<file path="config.mk">
export PLATFORM = sky130hd
export DESIGN_NAME = hazard_fwd_unit_flat
export DESIGN_NICKNAME = d
export VERILOG_FILES = /design/src/rtl/hazard_fwd_unit_pkg.sv /design/src/rtl/hazard_fwd_unit_if.sv /design/src/rtl/hazard_fwd_unit_fwd_select.sv /design/src/rtl/hazard_fwd_unit.sv /design/src/flat_wrapper.sv
export SDC_FILE = /design/constraint.sdc
export NUM_CORES = 1
export LEC_CHECK = 0
export ABC_AREA = 0
export CORE_MARGIN = 2
export CORE_UTILIZATION = 35
export CTS_CLUSTER_SIZE = 30
export DETAILED_ROUTE_END_ITERATION = 8
export MAX_ROUTING_LAYER = met4
export PLACE_DENSITY = 0.72
export SKIP_LAST_GASP = 1
export SYNTH_ARGS = -nofsm -noshare
export SYNTH_HDL_FRONTEND = slang
export SYNTH_HIERARCHICAL = 1
export SYNTH_SLANG_ARGS = --single-unit
</file>
<file path="constraint.sdc">
create_clock -name clock -period 5 [get_ports clock]
set_input_delay 0.5 -clock clock [delete_from_list [all_inputs] [get_ports clock]]
set_output_delay 0.5 -clock clock [all_outputs]
set_load 0.01 [all_outputs]
</file>
<file path="src/rtl/hazard_fwd_unit_pkg.sv">
// rtl/hazard_fwd_unit_pkg.sv - shared constants and types for the ID-stage hazard/forwarding unit
// Purpose: forwarding-select encodings, stall FSM state encoding, register-zero constant.
package hazard_fwd_unit_pkg;

  localparam logic [1:0] FWD_REG     = 2'd0;
  localparam logic [1:0] FWD_EXE_ALU = 2'd1;
  localparam logic [1:0] FWD_MEM_ALU = 2'd2;
  localparam logic [1:0] FWD_MEM_LW  = 2'd3;

  localparam logic [4:0] REG_ZERO = 5'd0;

  typedef enum logic {
    RUN  = 1'b0,
    HOLD = 1'b1
  } state_t;

endpackage

</file>
<file path="src/rtl/hazard_fwd_unit_if.sv">
// rtl/hazard_fwd_unit_if.sv - ID/EXE control fields in, forwarding selects and stall controls out
// Ports: ID_rs/ID_rt/ID_use_rs/ID_use_rt (ID operand usage), EXE_wreg/EXE_m2reg/
// EXE_write_reg_number/EXE_bubble (EXE control fields), ID_fwda/ID_fwdb (operand selects),
// wpcir (PC and IF/ID write enable), ID_bubble (bubble into ID/EXE).
// master = pipeline side driving the fields, slave = hazard unit.
interface hazard_fwd_unit_if;

  logic [4:0] ID_rs;
  logic [4:0] ID_rt;
  logic       ID_use_rs;
  logic       ID_use_rt;
  logic       EXE_wreg;
  logic       EXE_m2reg;
  logic [4:0] EXE_write_reg_number;
  logic       EXE_bubble;
  logic [1:0] ID_fwda;
  logic [1:0] ID_fwdb;
  logic       wpcir;
  logic       ID_bubble;

  modport master (
    output ID_rs, ID_rt, ID_use_rs, ID_use_rt,
    output EXE_wreg, EXE_m2reg, EXE_write_reg_number, EXE_bubble,
    input  ID_fwda, ID_fwdb, wpcir, ID_bubble
  );

  modport slave (
    input  ID_rs, ID_rt, ID_use_rs, ID_use_rt,
    input  EXE_wreg, EXE_m2reg, EXE_write_reg_number, EXE_bubble,
    output ID_fwda, ID_fwdb, wpcir, ID_bubble
  );

endinterface

</file>
<file path="src/rtl/hazard_fwd_unit_fwd_select.sv">
// rtl/hazard_fwd_unit_fwd_select.sv - combinational forwarding priority mux for one ID operand
// Ports: i_src/i_use (operand register and whether it is read), i_exe_wr/i_exe_m2reg/i_exe_dest
// (live EXE writer), i_mem_wr/i_mem_m2reg/i_mem_dest (MEM shadow), o_sel (operand select),
// o_exe_hit (EXE writes this operand; reused for load-use detection).
module hazard_fwd_unit_fwd_select
  import hazard_fwd_unit_pkg::*;
(
  input  logic [4:0] i_src,
  input  logic       i_use,
  input  logic       i_exe_wr,
  input  logic       i_exe_m2reg,
  input  logic [4:0] i_exe_dest,
  input  logic       i_mem_wr,
  input  logic       i_mem_m2reg,
  input  logic [4:0] i_mem_dest,
  output logic [1:0] o_sel,
  output logic       o_exe_hit
);

  logic w_src_live;
  logic w_mem_hit;

  // r0 is hardwired zero, so it never participates in forwarding or hazards.
  assign w_src_live = i_use & (i_src != REG_ZERO);
  assign o_exe_hit  = w_src_live & i_exe_wr & (i_exe_dest == i_src);
  assign w_mem_hit  = w_src_live & i_mem_wr & (i_mem_dest == i_src);

  // A matching EXE load cannot supply data yet; it falls through to the MEM
  // check and the stall logic holds ID until the value is reachable.
  always_comb begin
    o_sel = FWD_REG;
    if (o_exe_hit && !i_exe_m2reg) begin
      o_sel = FWD_EXE_ALU;
    end else if (w_mem_hit) begin
      o_sel = i_mem_m2reg ? FWD_MEM_LW : FWD_MEM_ALU;
    end
  end

endmodule

</file>
<file path="src/rtl/hazard_fwd_unit.sv">
// rtl/hazard_fwd_unit.sv - ID-stage hazard detection, operand forwarding and load-use stall control
// Ports: clock, resetn (async active-low), bus (hazard_fwd_unit_if.slave: ID/EXE fields in,
// forwarding selects, wpcir and ID_bubble out), stall_count (cycles with wpcir=0),
// bubble_count (cycles with EXE_bubble=1).
module hazard_fwd_unit
  import hazard_fwd_unit_pkg::*;
#(
  parameter int LOAD_STALL_CYCLES = 1,
  parameter int CNT_W             = 32
) (
  input  logic                 clock,
  input  logic                 resetn,
  hazard_fwd_unit_if.slave     bus,
  output logic [CNT_W-1:0]     stall_count,
  output logic [CNT_W-1:0]     bubble_count
);

  localparam bit         MULTI_STALL = (LOAD_STALL_CYCLES > 1);
  localparam logic [1:0] HOLD_INIT   = MULTI_STALL ? 2'(LOAD_STALL_CYCLES - 2) : 2'd0;

  logic       r_mem_wreg;
  logic       r_mem_m2reg;
  logic [4:0] r_mem_dest;
  state_t     r_state;
  logic [1:0] r_cnt;
  logic [CNT_W-1:0] r_stall_count;
  logic [CNT_W-1:0] r_bubble_count;

  logic       w_exe_wr;
  logic       w_hit_a;
  logic       w_hit_b;
  logic [1:0] w_sel_a;
  logic [1:0] w_sel_b;
  logic       w_lu;
  logic       w_stall;
  logic       w_stall_out;
  state_t     w_state_nxt;
  logic [1:0] w_cnt_nxt;

  assign w_exe_wr = bus.EXE_wreg & ~bus.EXE_bubble;

  hazard_fwd_unit_fwd_select u_sel_rs (
    .i_src       (bus.ID_rs),
    .i_use       (bus.ID_use_rs),
    .i_exe_wr    (w_exe_wr),
    .i_exe_m2reg (bus.EXE_m2reg),
    .i_exe_dest  (bus.EXE_write_reg_number),
    .i_mem_wr    (r_mem_wreg),
    .i_mem_m2reg (r_mem_m2reg),
    .i_mem_dest  (r_mem_dest),
    .o_sel       (w_sel_a),
    .o_exe_hit   (w_hit_a)
  );

  hazard_fwd_unit_fwd_select u_sel_rt (
    .i_src       (bus.ID_rt),
    .i_use       (bus.ID_use_rt),
    .i_exe_wr    (w_exe_wr),
    .i_exe_m2reg (bus.EXE_m2reg),
    .i_exe_dest  (bus.EXE_write_reg_number),
    .i_mem_wr    (r_mem_wreg),
    .i_mem_m2reg (r_mem_m2reg),
    .i_mem_dest  (r_mem_dest),
    .o_sel       (w_sel_b),
    .o_exe_hit   (w_hit_b)
  );

  assign w_lu = (w_hit_a | w_hit_b) & bus.EXE_m2reg;

  // MEM shadow: what the EXE slot holds now is what MEM holds next cycle.
  always_ff @(posedge clock or negedge resetn) begin
    if (!resetn) begin
      r_mem_wreg  <= 1'b0;
      r_mem_m2reg <= 1'b0;
      r_mem_dest  <= REG_ZERO;
    end else begin
      r_mem_wreg  <= bus.EXE_wreg & ~bus.EXE_bubble;
      r_mem_m2reg <= bus.EXE_m2reg & ~bus.EXE_bubble;
      r_mem_dest  <= bus.EXE_write_reg_number;
    end
  end

  always_ff @(posedge clock or negedge resetn) begin
    if (!resetn) begin
      r_state <= RUN;
      r_cnt   <= 2'd0;
    end else begin
      r_state <= w_state_nxt;
      r_cnt   <= w_cnt_nxt;
    end
  end

  // RUN stalls for the first cycle of a load-use; HOLD covers the remaining
  // LOAD_STALL_CYCLES-1 cycles while the load works through a slow memory.
  always_comb begin
    w_stall     = 1'b0;
    w_state_nxt = r_state;
    w_cnt_nxt   = r_cnt;
    case (r_state)
      RUN: begin
        w_stall = w_lu;
        if (w_lu && MULTI_STALL) begin
          w_state_nxt = HOLD;
          w_cnt_nxt   = HOLD_INIT;
        end
      end
      HOLD: begin
        w_stall = 1'b1;
        if (r_cnt == 2'd0) begin
          w_state_nxt = RUN;
        end else begin
          w_cnt_nxt = r_cnt - 2'd1;
        end
      end
      default: begin
        w_state_nxt = RUN;
      end
    endcase
  end

  // Outputs are forced idle while reset is asserted, independent of the
  // combinational paths from the ID/EXE fields.
  assign w_stall_out   = w_stall & resetn;
  assign bus.wpcir     = ~w_stall_out;
  assign bus.ID_bubble = w_stall_out;
  assign bus.ID_fwda   = resetn ? w_sel_a : FWD_REG;
  assign bus.ID_fwdb   = resetn ? w_sel_b : FWD_REG;

  always_ff @(posedge clock or negedge resetn) begin
    if (!resetn) begin
      r_stall_count  <= '0;
      r_bubble_count <= '0;
    end else begin
      if (w_stall_out) begin
        r_stall_count <= r_stall_count + CNT_W'(1);
      end
      if (bus.EXE_bubble) begin
        r_bubble_count <= r_bubble_count + CNT_W'(1);
      end
    end
  end

  assign stall_count  = r_stall_count;
  assign bubble_count = r_bubble_count;

endmodule
</file>
<file path="src/flat_wrapper.sv">
// flat-port wrapper written by rule: the top's interface ports become plain ports
module hazard_fwd_unit_flat import hazard_fwd_unit_pkg::*;
#(
  parameter int LOAD_STALL_CYCLES = 1,
  parameter int CNT_W             = 32
)
  (clock, resetn, stall_count, bubble_count, bus_ID_rs, bus_ID_rt, bus_ID_use_rs, bus_ID_use_rt, bus_EXE_wreg, bus_EXE_m2reg, bus_EXE_write_reg_number, bus_EXE_bubble, bus_ID_fwda, bus_ID_fwdb, bus_wpcir, bus_ID_bubble);
  hazard_fwd_unit_if bus_i ();
  input  logic clock;
  input  logic resetn;
  output logic [CNT_W-1:0] stall_count;
  output logic [CNT_W-1:0] bubble_count;
  input wire logic [$bits(bus_i.ID_rs)-1:0] bus_ID_rs;
  input wire logic [$bits(bus_i.ID_rt)-1:0] bus_ID_rt;
  input wire logic [$bits(bus_i.ID_use_rs)-1:0] bus_ID_use_rs;
  input wire logic [$bits(bus_i.ID_use_rt)-1:0] bus_ID_use_rt;
  input wire logic [$bits(bus_i.EXE_wreg)-1:0] bus_EXE_wreg;
  input wire logic [$bits(bus_i.EXE_m2reg)-1:0] bus_EXE_m2reg;
  input wire logic [$bits(bus_i.EXE_write_reg_number)-1:0] bus_EXE_write_reg_number;
  input wire logic [$bits(bus_i.EXE_bubble)-1:0] bus_EXE_bubble;
  output wire logic [$bits(bus_i.ID_fwda)-1:0] bus_ID_fwda;
  output wire logic [$bits(bus_i.ID_fwdb)-1:0] bus_ID_fwdb;
  output wire logic [$bits(bus_i.wpcir)-1:0] bus_wpcir;
  output wire logic [$bits(bus_i.ID_bubble)-1:0] bus_ID_bubble;
  assign bus_i.ID_rs = bus_ID_rs;
  assign bus_i.ID_rt = bus_ID_rt;
  assign bus_i.ID_use_rs = bus_ID_use_rs;
  assign bus_i.ID_use_rt = bus_ID_use_rt;
  assign bus_i.EXE_wreg = bus_EXE_wreg;
  assign bus_i.EXE_m2reg = bus_EXE_m2reg;
  assign bus_i.EXE_write_reg_number = bus_EXE_write_reg_number;
  assign bus_i.EXE_bubble = bus_EXE_bubble;
  assign bus_ID_fwda = bus_i.ID_fwda;
  assign bus_ID_fwdb = bus_i.ID_fwdb;
  assign bus_wpcir = bus_i.wpcir;
  assign bus_ID_bubble = bus_i.ID_bubble;
  hazard_fwd_unit #(.LOAD_STALL_CYCLES(LOAD_STALL_CYCLES), .CNT_W(CNT_W)) u_core (.clock(clock), .resetn(resetn), .bus(bus_i), .stall_count(stall_count), .bubble_count(bubble_count));
endmodule
</file>
==> impl_results.md <==
* Setup repair after global routing missed its margin: no
* Die ar. at 0.01085 mm^2
* Post-DP HPWL at between 5 and 6 mm
* Diodes inserted at 0
* Vias in the first global route at roughly 2600
* Initial Utilization at 35.93%
* Slew Limit Fails at 0
* Clock-pin slew on the worst setup and hold paths at 0.08 ns
* Total gr overflow at 0
* Clock sinks at 74
* Drc violations at 0
* Tcrit/Tclk final at 72.55%
* Status: completed
* Final #Nets at 434
* Synth unique cells at 31
* Worst Path Arrival at 3.13 ns
* DRT Wirelength at between 7 and 8 mm
* Met2 usage at 23.26%
* Core ar. at between 0.009 and 0.01 mm^2
* H-tree depth at 3
* PwrDens at just under 300 mW/mm^2
* VDD IR max at 0.0001289 V
* Cell Rows at 36
* Post-DP Area at ~0.0046 mm^2
* Root Driver: clkbuf_8
* All-Layer GR Usage at between 10% and 20%
* Final non-filler cell total at 547
* Post-synth ARST share at 100.0%
* Worst-margin pin slew at 0.6139 ns
* First-pass GRT wire length at 13.33 mm
* Max Freq at 275.7 MHz
* Ys flop type: dfrtp_1
* Clk Latency, worst-skew pair at 0.35 ns
* WS Path Type: in -> out
* Syn Area/Cell at 11.48 um^2
* Max Cap Viol at 0
* Largest net degree at the start of global routing at 49
* Routability congestion estimate at approximately 0.84
* Setup Viol. Count Final at 0
* CTS tree: built
* Met1 GRT Util at 20.46%
* Relative slew slack at between 50% and 60%
* Share of cells above drive strength 1 at 8.696%
* Setup crit end kind: primary output
* Post-cts resize count at 0
* Inserted Clock Buffers at 9
* Yosys Warn Count at 6
* Post-Syn Instances at roughly 310
* Antenna viol nets, final at 0
* Initial detailed-routing violation count at between 90 and 100
* Port Buf Inserts at 91
* Drt first pass iters at 4
* Hold WC Path Type: in -> async
* Avg WL per Cell at between 10 and 15 um
* P&R area growth vs syn at 37.69%
* # placed instances at roughly 530
* Area of the mapped netlist at 0.003512 mm^2
* DR vias at ~2600
* Pleak at 2.013 nW
* Crit path max fanout at 10
* Setup Fix Bufs, Post-CTS at 0
* Register area share after synthesis at around 53%
* IO Count at 92
* Fin. Hold Viols at 0
* Post-synth EDFFs at 0
* Yosys reg bits at 74
* Crit start category: input pin
* Mapped Nets at 331
* Period minus WS final at approximately 3.6 ns
* WP data required at 4.50 ns
* Top Usage Layer GRT: met2
* Initial antenna violation count at 0
* Die X at 104.2 um
* Met3 GRT Util at under 10%
* Design Area, Final at 0.004836 mm^2
* Clock Skew at 0.006845 ns
* Sum of negative setup slack at 0 ns
* Hold_buf cts at 0
* Routed vias/inst at 4.680
* Die height at about 100 um
* CTS Buffer Depth at 2
[area by class of cell]
type | instances | area [um^2]
clock buffers | 9 | 123.9
clock inverters | 7 | 117.6
fillers | 888 | 4938
inverters | 4 | 15.01
multi-input cells | 228 | 1645
flip-flops and latches | 74 | 1852
well taps | 133 | 166.4
repair buffers | 92 | 915.9
[report_power, final]
part / internal, mW / leakage [nW] / switching, mW
logic: 0.0978 / 0.893 / 0.0770
clock network: 0.330 / 0.111 / 0.228
registers: 0.629 / 1.01 / 0.0398
[per-stage QoR]
step | hold WS [ns] | utilization (%) | worst slack, ns | total power, mW
after global routing | 0.08165 | 49.48 | 1.235 | 1.481
after floorplan | 0.2044 | - | 2.450 | 0.7429
final | 0.07610 | 49.48 | 1.372 | 1.401
after global placement | 0.4599 | 47.00 | 1.427 | 0.8540
after detailed placement | 0.4688 | 47.00 | 1.362 | 0.8590
after CTS | 0.07591 | 49.48 | 1.358 | 1.426
[synth_stat cells, drive strengths merged, types with 2 or more instances]
| cell | count | share of area, % |
|---|---|---|
| a21o | 2 | 0.43 |
| or4 | 2 | 0.64 |
| nand3 | 26 | 4.2 |
| o211ai | 2 | 0.71 |
| o21ai | 2 | 0.39 |
| xor2 | 14 | 3.5 |
| and3 | 6 | 1.1 |
| nand2 | 31 | 3.3 |
| nor2b | 4 | 0.71 |
| nor3 | 7 | 1.4 |
| nor2 | 12 | 1.3 |
| and4 | 9 | 2.3 |
| and2 | 11 | 2.0 |
| ha | 3 | 1.1 |
| xnor2 | 69 | 17 |
| nor4 | 5 | 2.2 |
| nand4 | 17 | 3.0 |
| inv | 4 | 0.43 |
| dfrtp | 74 | 53 |
[layout by cell type (no fill, tap or decap), drive strengths merged]
| cell | instances |
|---|---|
| a21o | 2 |
| and2 | 11 |
| and3 | 6 |
| and4 | 9 |
| buf | 2 |
| bufinv | 3 |
| clkbuf | 9 |
| clkdlybuf4s50 | 90 |
| clkinv | 1 |
| clkinvlp | 3 |
| dfrtp | 74 |
| ha | 3 |
| inv | 4 |
| mux2 | 1 |
| nand2 | 31 |
| nand2b | 1 |
| nand3 | 26 |
| nand3b | 1 |
| nand4 | 17 |
| nor2 | 12 |
| nor2b | 4 |
| nor3 | 7 |
| nor4 | 5 |
| o211ai | 2 |
| o21a | 1 |
| o21ai | 2 |
| or2 | 1 |
| or3 | 1 |
| or4 | 2 |
| xnor2 | 69 |
| xor2 | 14 |
[worst max-delay path: stages]
cell and delay (ns):
clkdlybuf4s50_1 0.47, or4_4 0.57, o211ai_2 0.17, nor2_1 0.06
o21a_1 0.20, o21ai_2 0.46, inv_1 0.17, clkdlybuf4s50_1 0.52
[routing by layer]
layer / vias up / wire length (um) / part of all wire, %
li1: 1252 / - / -
met1: 1237 / 3580 / 47
met2: 62 / 3581 / 47
met3: 9 / 372 / 4.9
met4: 0 / 81 / 1.1
met5: - / 0 / 0
[logic make-up (layout without fill, tap and decap cells)]
group,count (synthesis),count (layout),synth area share [%]
compound gates,7,7,1.745
xor+xnor,83,83,20.70
fa+ha+maj,3,3,1.069
buf+inv,4,112,0.4274
flops,74,74,52.73
mux,1,1,0.3206
simple gates,134,134,23.01
[path summary, 6_finish.rpt]
| kind | startpoint | endpoint | slack [ns] | cells after the start |
|---|---|---|---|---|
| max | bus_ID_rt[1] | bus_ID_bubble | 1.37 | 8 |
| min | resetn | u_core/r_mem_dest[0] | 0.08 | 1 |
| max reg2reg | u_core/stall_count[12] | u_core/stall_count[21] | 3.15 | 5 |
| min reg2reg | u_core/stall_count[31] | u_core/stall_count[31] | 0.48 | 1 |
| max in group asynchronous | resetn | u_core/stall_count[25] | 3.96 | 2 |
| min in group clock | u_core/stall_count[31] | u_core/stall_count[31] | 0.48 | 1 |
[flip-flops by register name, indices dropped and copies added, names as in the netlist]
signal               cells
u_core/r_state           1
u_core/stall_count      32
u_core/r_mem_m2reg       1
u_core/r_cnt             2
u_core/r_mem_wreg        1
u_core/bubble_count     32
u_core/r_mem_dest        5
(Power assumes the default switching activity.)
